$ cat config.mk
export PLATFORM = sky130hd
export DESIGN_NAME = rx_engine_fifo
export DESIGN_NICKNAME = d
export VERILOG_FILES = /design/src/rtl/rx_engine_fifo.sv
export SDC_FILE = /design/constraint.sdc
export NUM_CORES = 1
export LEC_CHECK = 0
export CORE_ASPECT_RATIO = 1.25
export CORE_MARGIN = 5
export CORE_UTILIZATION = 30
export DETAILED_ROUTE_END_ITERATION = 8
export DONT_BUFFER_PORTS = 1
export GPL_TIMING_DRIVEN = 1
export HOLD_SLACK_MARGIN = 0.08
export PLACE_DENSITY_LB_ADDON = 0.2
export SLEW_MARGIN = 10
export SYNTH_ARGS = -nofsm -noshare
export SYNTH_HDL_FRONTEND = slang
export SYNTH_SLANG_ARGS = --single-unit
$ cat constraint.sdc
create_clock -name clk -period 3.8 [get_ports clk]
set_input_delay 0.57 -clock clk [delete_from_list [all_inputs] [get_ports clk]]
set_output_delay 0.57 -clock clk [all_outputs]
set_load 0.03 [all_outputs]
$ cat src/rtl/rx_engine_fifo.sv
// UART receive engine: synchronised RX, mid-bit sampled frame FSM with
// false-start rejection, feeding a small receive FIFO popped by READS.
module rx_engine_fifo #(
    parameter int BAUD_W     = 19,
    parameter int FIFO_DEPTH = 4,
    parameter int LVL_W      = $clog2(FIFO_DEPTH) + 1
) (
    input  logic              clk,
    input  logic              rst,
    input  logic [BAUD_W-1:0] BAUD_DECODE,
    input  logic              EIGHT,
    input  logic              PEN,
    input  logic              OHEL,
    input  logic              STOP2,
    input  logic              RX,
    input  logic              READS,
    output logic [7:0]        UART_RDATA,
    output logic              PERR,
    output logic              FERR,
    output logic              BRK,
    output logic              OVF,
    output logic              RX_RDY,
    output logic [LVL_W-1:0]  RX_LEVEL
);

    // state  | meaning
    // IDLE   | waiting for a falling edge on rx_s
    // START  | half period elapsed check of start bit (false-start reject)
    // DATA   | sampling data bits, LSB first
    // PARITY | sampling parity bit
    // STOP   | sampling one or two stop bits
    // PUSH   | one cycle, word written to the FIFO
    typedef enum logic [2:0] {IDLE, START, DATA, PARITY, STOP, PUSH} state_t;

    localparam int AW = $clog2(FIFO_DEPTH);
    localparam logic [LVL_W-1:0] FULL_LVL = LVL_W'(FIFO_DEPTH);

    state_t            state;
    logic              rx_m, rx_s, rx_prev;
    logic [BAUD_W-1:0] period, cnt;
    logic              eight_l, pen_l, ohel_l, stop2_l;
    logic [2:0]        bit_idx;
    logic              stop_idx;
    logic              all_low;
    logic [7:0]        data;
    logic              perr, ferr, brk;
    logic              expire;

    assign expire = (cnt == BAUD_W'(1));

    always_ff @(posedge clk) begin
        if (rst) begin
            state    <= IDLE;
            rx_m     <= 1'b0;
            rx_s     <= 1'b0;
            rx_prev  <= 1'b0;
            period   <= '0;
            cnt      <= '0;
            eight_l  <= 1'b0;
            pen_l    <= 1'b0;
            ohel_l   <= 1'b0;
            stop2_l  <= 1'b0;
            bit_idx  <= '0;
            stop_idx <= 1'b0;
            all_low  <= 1'b0;
            data     <= '0;
            perr     <= 1'b0;
            ferr     <= 1'b0;
            brk      <= 1'b0;
        end else begin
            rx_m    <= RX;
            rx_s    <= rx_m;
            rx_prev <= rx_s;
            case (state)
                IDLE: begin
                    // rx_prev resets low, so the line must be seen high first
                    if (rx_prev && !rx_s) begin
                        period   <= BAUD_DECODE;
                        cnt      <= BAUD_DECODE >> 1;
                        eight_l  <= EIGHT;
                        pen_l    <= PEN;
                        ohel_l   <= OHEL;
                        stop2_l  <= STOP2;
                        bit_idx  <= '0;
                        stop_idx <= 1'b0;
                        all_low  <= 1'b1;
                        data     <= '0;
                        perr     <= 1'b0;
                        ferr     <= 1'b0;
                        brk      <= 1'b0;
                        state    <= START;
                    end
                end
                START: begin
                    if (!expire) begin
                        cnt <= cnt - BAUD_W'(1);
                    end else if (rx_s) begin
                        state <= IDLE;
                    end else begin
                        cnt   <= period;
                        state <= DATA;
                    end
                end
                DATA: begin
                    if (!expire) begin
                        cnt <= cnt - BAUD_W'(1);
                    end else begin
                        cnt           <= period;
                        data[bit_idx] <= rx_s;
                        all_low       <= all_low & ~rx_s;
                        if (bit_idx == (eight_l ? 3'd7 : 3'd6))
                            state <= pen_l ? PARITY : STOP;
                        else
                            bit_idx <= bit_idx + 3'd1;
                    end
                end
                PARITY: begin
                    if (!expire) begin
                        cnt <= cnt - BAUD_W'(1);
                    end else begin
                        cnt     <= period;
                        perr    <= rx_s ^ (^data) ^ ohel_l;
                        all_low <= all_low & ~rx_s;
                        state   <= STOP;
                    end
                end
                STOP: begin
                    if (!expire) begin
                        cnt <= cnt - BAUD_W'(1);
                    end else begin
                        cnt <= period;
                        if (!rx_s) ferr <= 1'b1;
                        // break: everything up to and including stop 1 low
                        if (!stop_idx && !rx_s && all_low) begin
                            brk  <= 1'b1;
                            perr <= 1'b0;
                        end
                        if (stop_idx || !stop2_l) state <= PUSH;
                        else stop_idx <= 1'b1;
                    end
                end
                PUSH:    state <= IDLE;
                default: state <= IDLE;
            endcase
        end
    end

    logic [10:0]      mem [FIFO_DEPTH];
    logic [AW-1:0]    wr_ptr, rd_ptr;
    logic [LVL_W-1:0] count;
    logic             ovf;
    logic             push, full, do_pop, do_push;
    logic [10:0]      head;

    assign push    = (state == PUSH);
    assign full    = (count == FULL_LVL);
    assign do_pop  = READS && (count != '0);
    assign do_push = push && (!full || do_pop);

    always_ff @(posedge clk) begin
        if (rst) begin
            wr_ptr <= '0;
            rd_ptr <= '0;
            count  <= '0;
            ovf    <= 1'b0;
        end else begin
            if (do_push) wr_ptr <= wr_ptr + AW'(1);
            if (do_pop)  rd_ptr <= rd_ptr + AW'(1);
            case ({do_push, do_pop})
                2'b10:   count <= count + LVL_W'(1);
                2'b01:   count <= count - LVL_W'(1);
                default: count <= count;
            endcase
            if (do_pop)            ovf <= 1'b0;
            else if (push && full) ovf <= 1'b1;
        end
    end

    always_ff @(posedge clk) begin
        if (do_push && !rst) mem[wr_ptr] <= {brk, ferr, perr, data};
    end

    // storage is not reset, so the head is masked while empty
    assign head       = mem[rd_ptr];
    assign RX_RDY     = (count != '0);
    assign RX_LEVEL   = count;
    assign OVF        = ovf;
    assign UART_RDATA = RX_RDY ? head[7:0] : 8'h00;
    assign PERR       = RX_RDY & head[8];
    assign FERR       = RX_RDY & head[9];
    assign BRK        = RX_RDY & head[10];

endmodule

==> impl_results.md <==
- Pleak: 2.304 nW
- Root Driver: clkbuf_16
- Top post-synthesis cells by area: dfxtp_1 25%, edfxtp_1 22%, nand2_1 5.7%
- Tmin final: 2.877 ns
- Placed wire-length estimate: 10340 um
- Port bufs: 0
- CP endpoint kind: register
- Status: complete, no violations
- Post-CTS Setup Bufs: 0
- R2r startpoint: cnt[4]
- Top sig layer: met4
- Layout area overhead: 12.32%
- Largest net degree at the start of global routing: 56
- #FFs+latches synth: 118
- Crit-path leading delay family: simple AND/OR/NAND/NOR gates
- Tcrit/Tclk final: 0.7572
- Core area: 19470 um2
- Worst-Skew Late Latency: about 0.42 ns
- Layout Skew: 0.01534 ns
- Mapped Area: 5943 um2
- Switching share of power: 0.3307
- Total Wirelength: 15320 um
- Critical path's slowest cell: nand2b_1
- Worst slew pin tran: 1.035 ns
- DR vias: 4469
- Fin. Hold Viols: 0
- Yosys warnings: 0
- # IOs: 43
- Post-CTS sizing: 0
- Post-synthesis sequential area ratio: 0.4716
- Clock power frac: 0.387
- DRC violations left: 0
- Synth async-reset ratio: 0
- Data required, critical path: 4.11 ns
- Synthesized net count: between 600 and 700
- Max VDD drop: about 0.00033 V
- Metal3 WL: 655 um
- Final GP Congestion: 0.8236
- Power share of the combinational group: 0.238
- Commonest cells in the netlist: 90 x nand2_1, 74 x dfxtp_1, 44 x edfxtp_1
- Synth unique cells: between 60 and 70
- Ant diodes: 0
- Switching power: 0.001344 W
- CP Max Fanout: 21
- Met2 wire length: approximately 8000 um
- Crit path buf inv count: 1
- EDFF count, synth: 44
- Total grt overflow: 0
- Die width: ~140 um
- Final setup fails: 0
- Dominant cell type by area after synthesis: dfxtp_1
- Setup TNS: 0 ns
- Initial Util: 0.3053
- Chip height: 167.4 um
- Syn Area/Cell: 9.922 um2
- CTS tree: built
- Initial antenna violation count: 0
- Vias in the first global route: 4487
- Clock sinks: 118
- Crit-path cells: nor4_4 -> and3_1 -> a311oi_4 -> buf_4 -> nand2b_1 -> o221a_2
- Die ar.: 22740 um2
- Slew margin rel.: 0.3103
- Initial DRC count: between 200 and 250
- CP Class: reg -> reg
- H-tree depth: 4
- Area share of the largest cell type after synthesis: 0.2493
- Mapped Cells: approximately 600
- Average routed wire per standard cell: 17.94 um
- Cts hold-fix bufs: 0
- Overall power: between 0.004 and 0.005 W
- Cell Int Power: roughly 0.0027 W
- Post-Route M1 WL: about 6500 um
- Unrepaired setup endpoints after global routing: false
- FP Rows: between 50 and 60
- Num CTS Buffers: 17
- Worst EP arrival: 3.19 ns
- Count leader, synth: nand2_1
- CTS max path bufs: 2
- Via/cell ratio: 5.233
- Seq pwr share: 0.376
- CP startpoint kind: register
- Nets@finish: 611
- PwrDens: 608.8 nW/um2
- HP Start: rst
- First-pass GRT wire length: roughly 25000 um
- Share of cells above drive strength 1: 0.1154
- Crit-path max cell delay: 0.58 ns
- 1st-pass router iterations: 4
- Hold WC Path Type: in -> reg
- FMAX: 0.3476 GHz
- Clock transition at path regs: 0.06 ns
- Gr usage total: 0.1371
- Worst Setup SP: cnt[4]
- Max Slew Vio Count: 0
- Post-synth top flop: dfxtp_1
- Max Cap Viol: 0
- Final antenna-violating net count: 0
-- state kept, by name (all words and copies together), names as in the netlist, 2 cells and up, named ones only --
signal    flops
mem          44
cnt          19
period       19
data          8
RX_LEVEL      3
bit_idx       3
state         3
rd_ptr        2
wr_ptr        2
-- worst reg2reg max path, cell delays in order (launching register included) --
cell and delay, ns:
dfxtp_1 0.40, nor4_4 0.47, and3_1 0.43, a311oi_4 0.14, buf_4 0.24, nand2b_1 0.58, o221a_2 0.50
-- power groups by stage --
stage                     Combinational [W]  Sequential (W)  Clock [W]
after global routing                0.00105         0.00154    0.00167
after CTS                          0.000966         0.00153    0.00160
after global placement             0.000953         0.00155          0
final                              0.000966         0.00153    0.00157
after detailed placement           0.000956         0.00155          0
after floorplan                    0.000838         0.00149          0
-- logic make-up (layout without fill, tap and decap cells) --
family | Yosys count | after routing | share of synthesized area
flops | 118 | 118 | 0.4716
buf+inv | 58 | 48 | 0.04442
xor+xnor | 26 | 26 | 0.04063
compound gates | 130 | 130 | 0.1571
fa+ha+maj | 8 | 8 | 0.01810
mux | 18 | 18 | 0.05347
simple gates | 241 | 241 | 0.2147
-- metrics by stage --
stage	util	instance area, um2	cells	hold slack, ns	setup WS, ns
floorplan	-	5943	599	0.4138	1.029
global placement	0.3130	6093	822	0.4323	1.038
detailed placement	0.3130	6093	822	0.4462	0.9565
CTS	0.3428	6675	854	0.2095	0.9306
global route	0.3428	6675	854	0.2001	0.8377
finish	0.3428	6675	854	0.2345	0.9228
-- path summary, 6_finish.rpt --
path	to	slack, ns	cells past startpoint
min reg2reg	rx_s	0.45	1
max reg2reg	cnt[17]	0.92	6
max	cnt[17]	0.92	6
min	RX_LEVEL[2]	0.23	1
-- cell type report --
cell class                      count  area [um2]
Fill cell                        1982       12790
Multi-Input combinational cell    423        2877
Sequential cell                   118        2803
Clock buffer                       17       425.4
Tap cell                          265       331.6
Clock inverter                     15       156.4
Timing Repair Buffer                6       45.04
Inverter                           10       37.54
-- routing by layer --
layer | up-vias | track usage
met4 | 0 | 0.04428
met2 | 98 | 0.2390
met3 | 21 | 0.03631
met1 | 2201 | 0.1635
met5 | - | 0
li1 | 2149 | -
-- cells in the final DEF (no fill, tap or decap), drive strengths merged, types with 8 or more instances in the layout --
cell,instances
nand2,90
dfxtp,74
edfxtp,44
a21oi,38
nor3,30
nor2,29
and2,21
o21ai,18
xnor2,17
clkbuf,17
o31ai,13
nand3,13
o211ai,12
a311oi,12
mux4,11
inv,11
clkinv,9
nor4,9
xor2,8
nor2b,8
No activity file was read; power rests on OpenSTA's default activity.
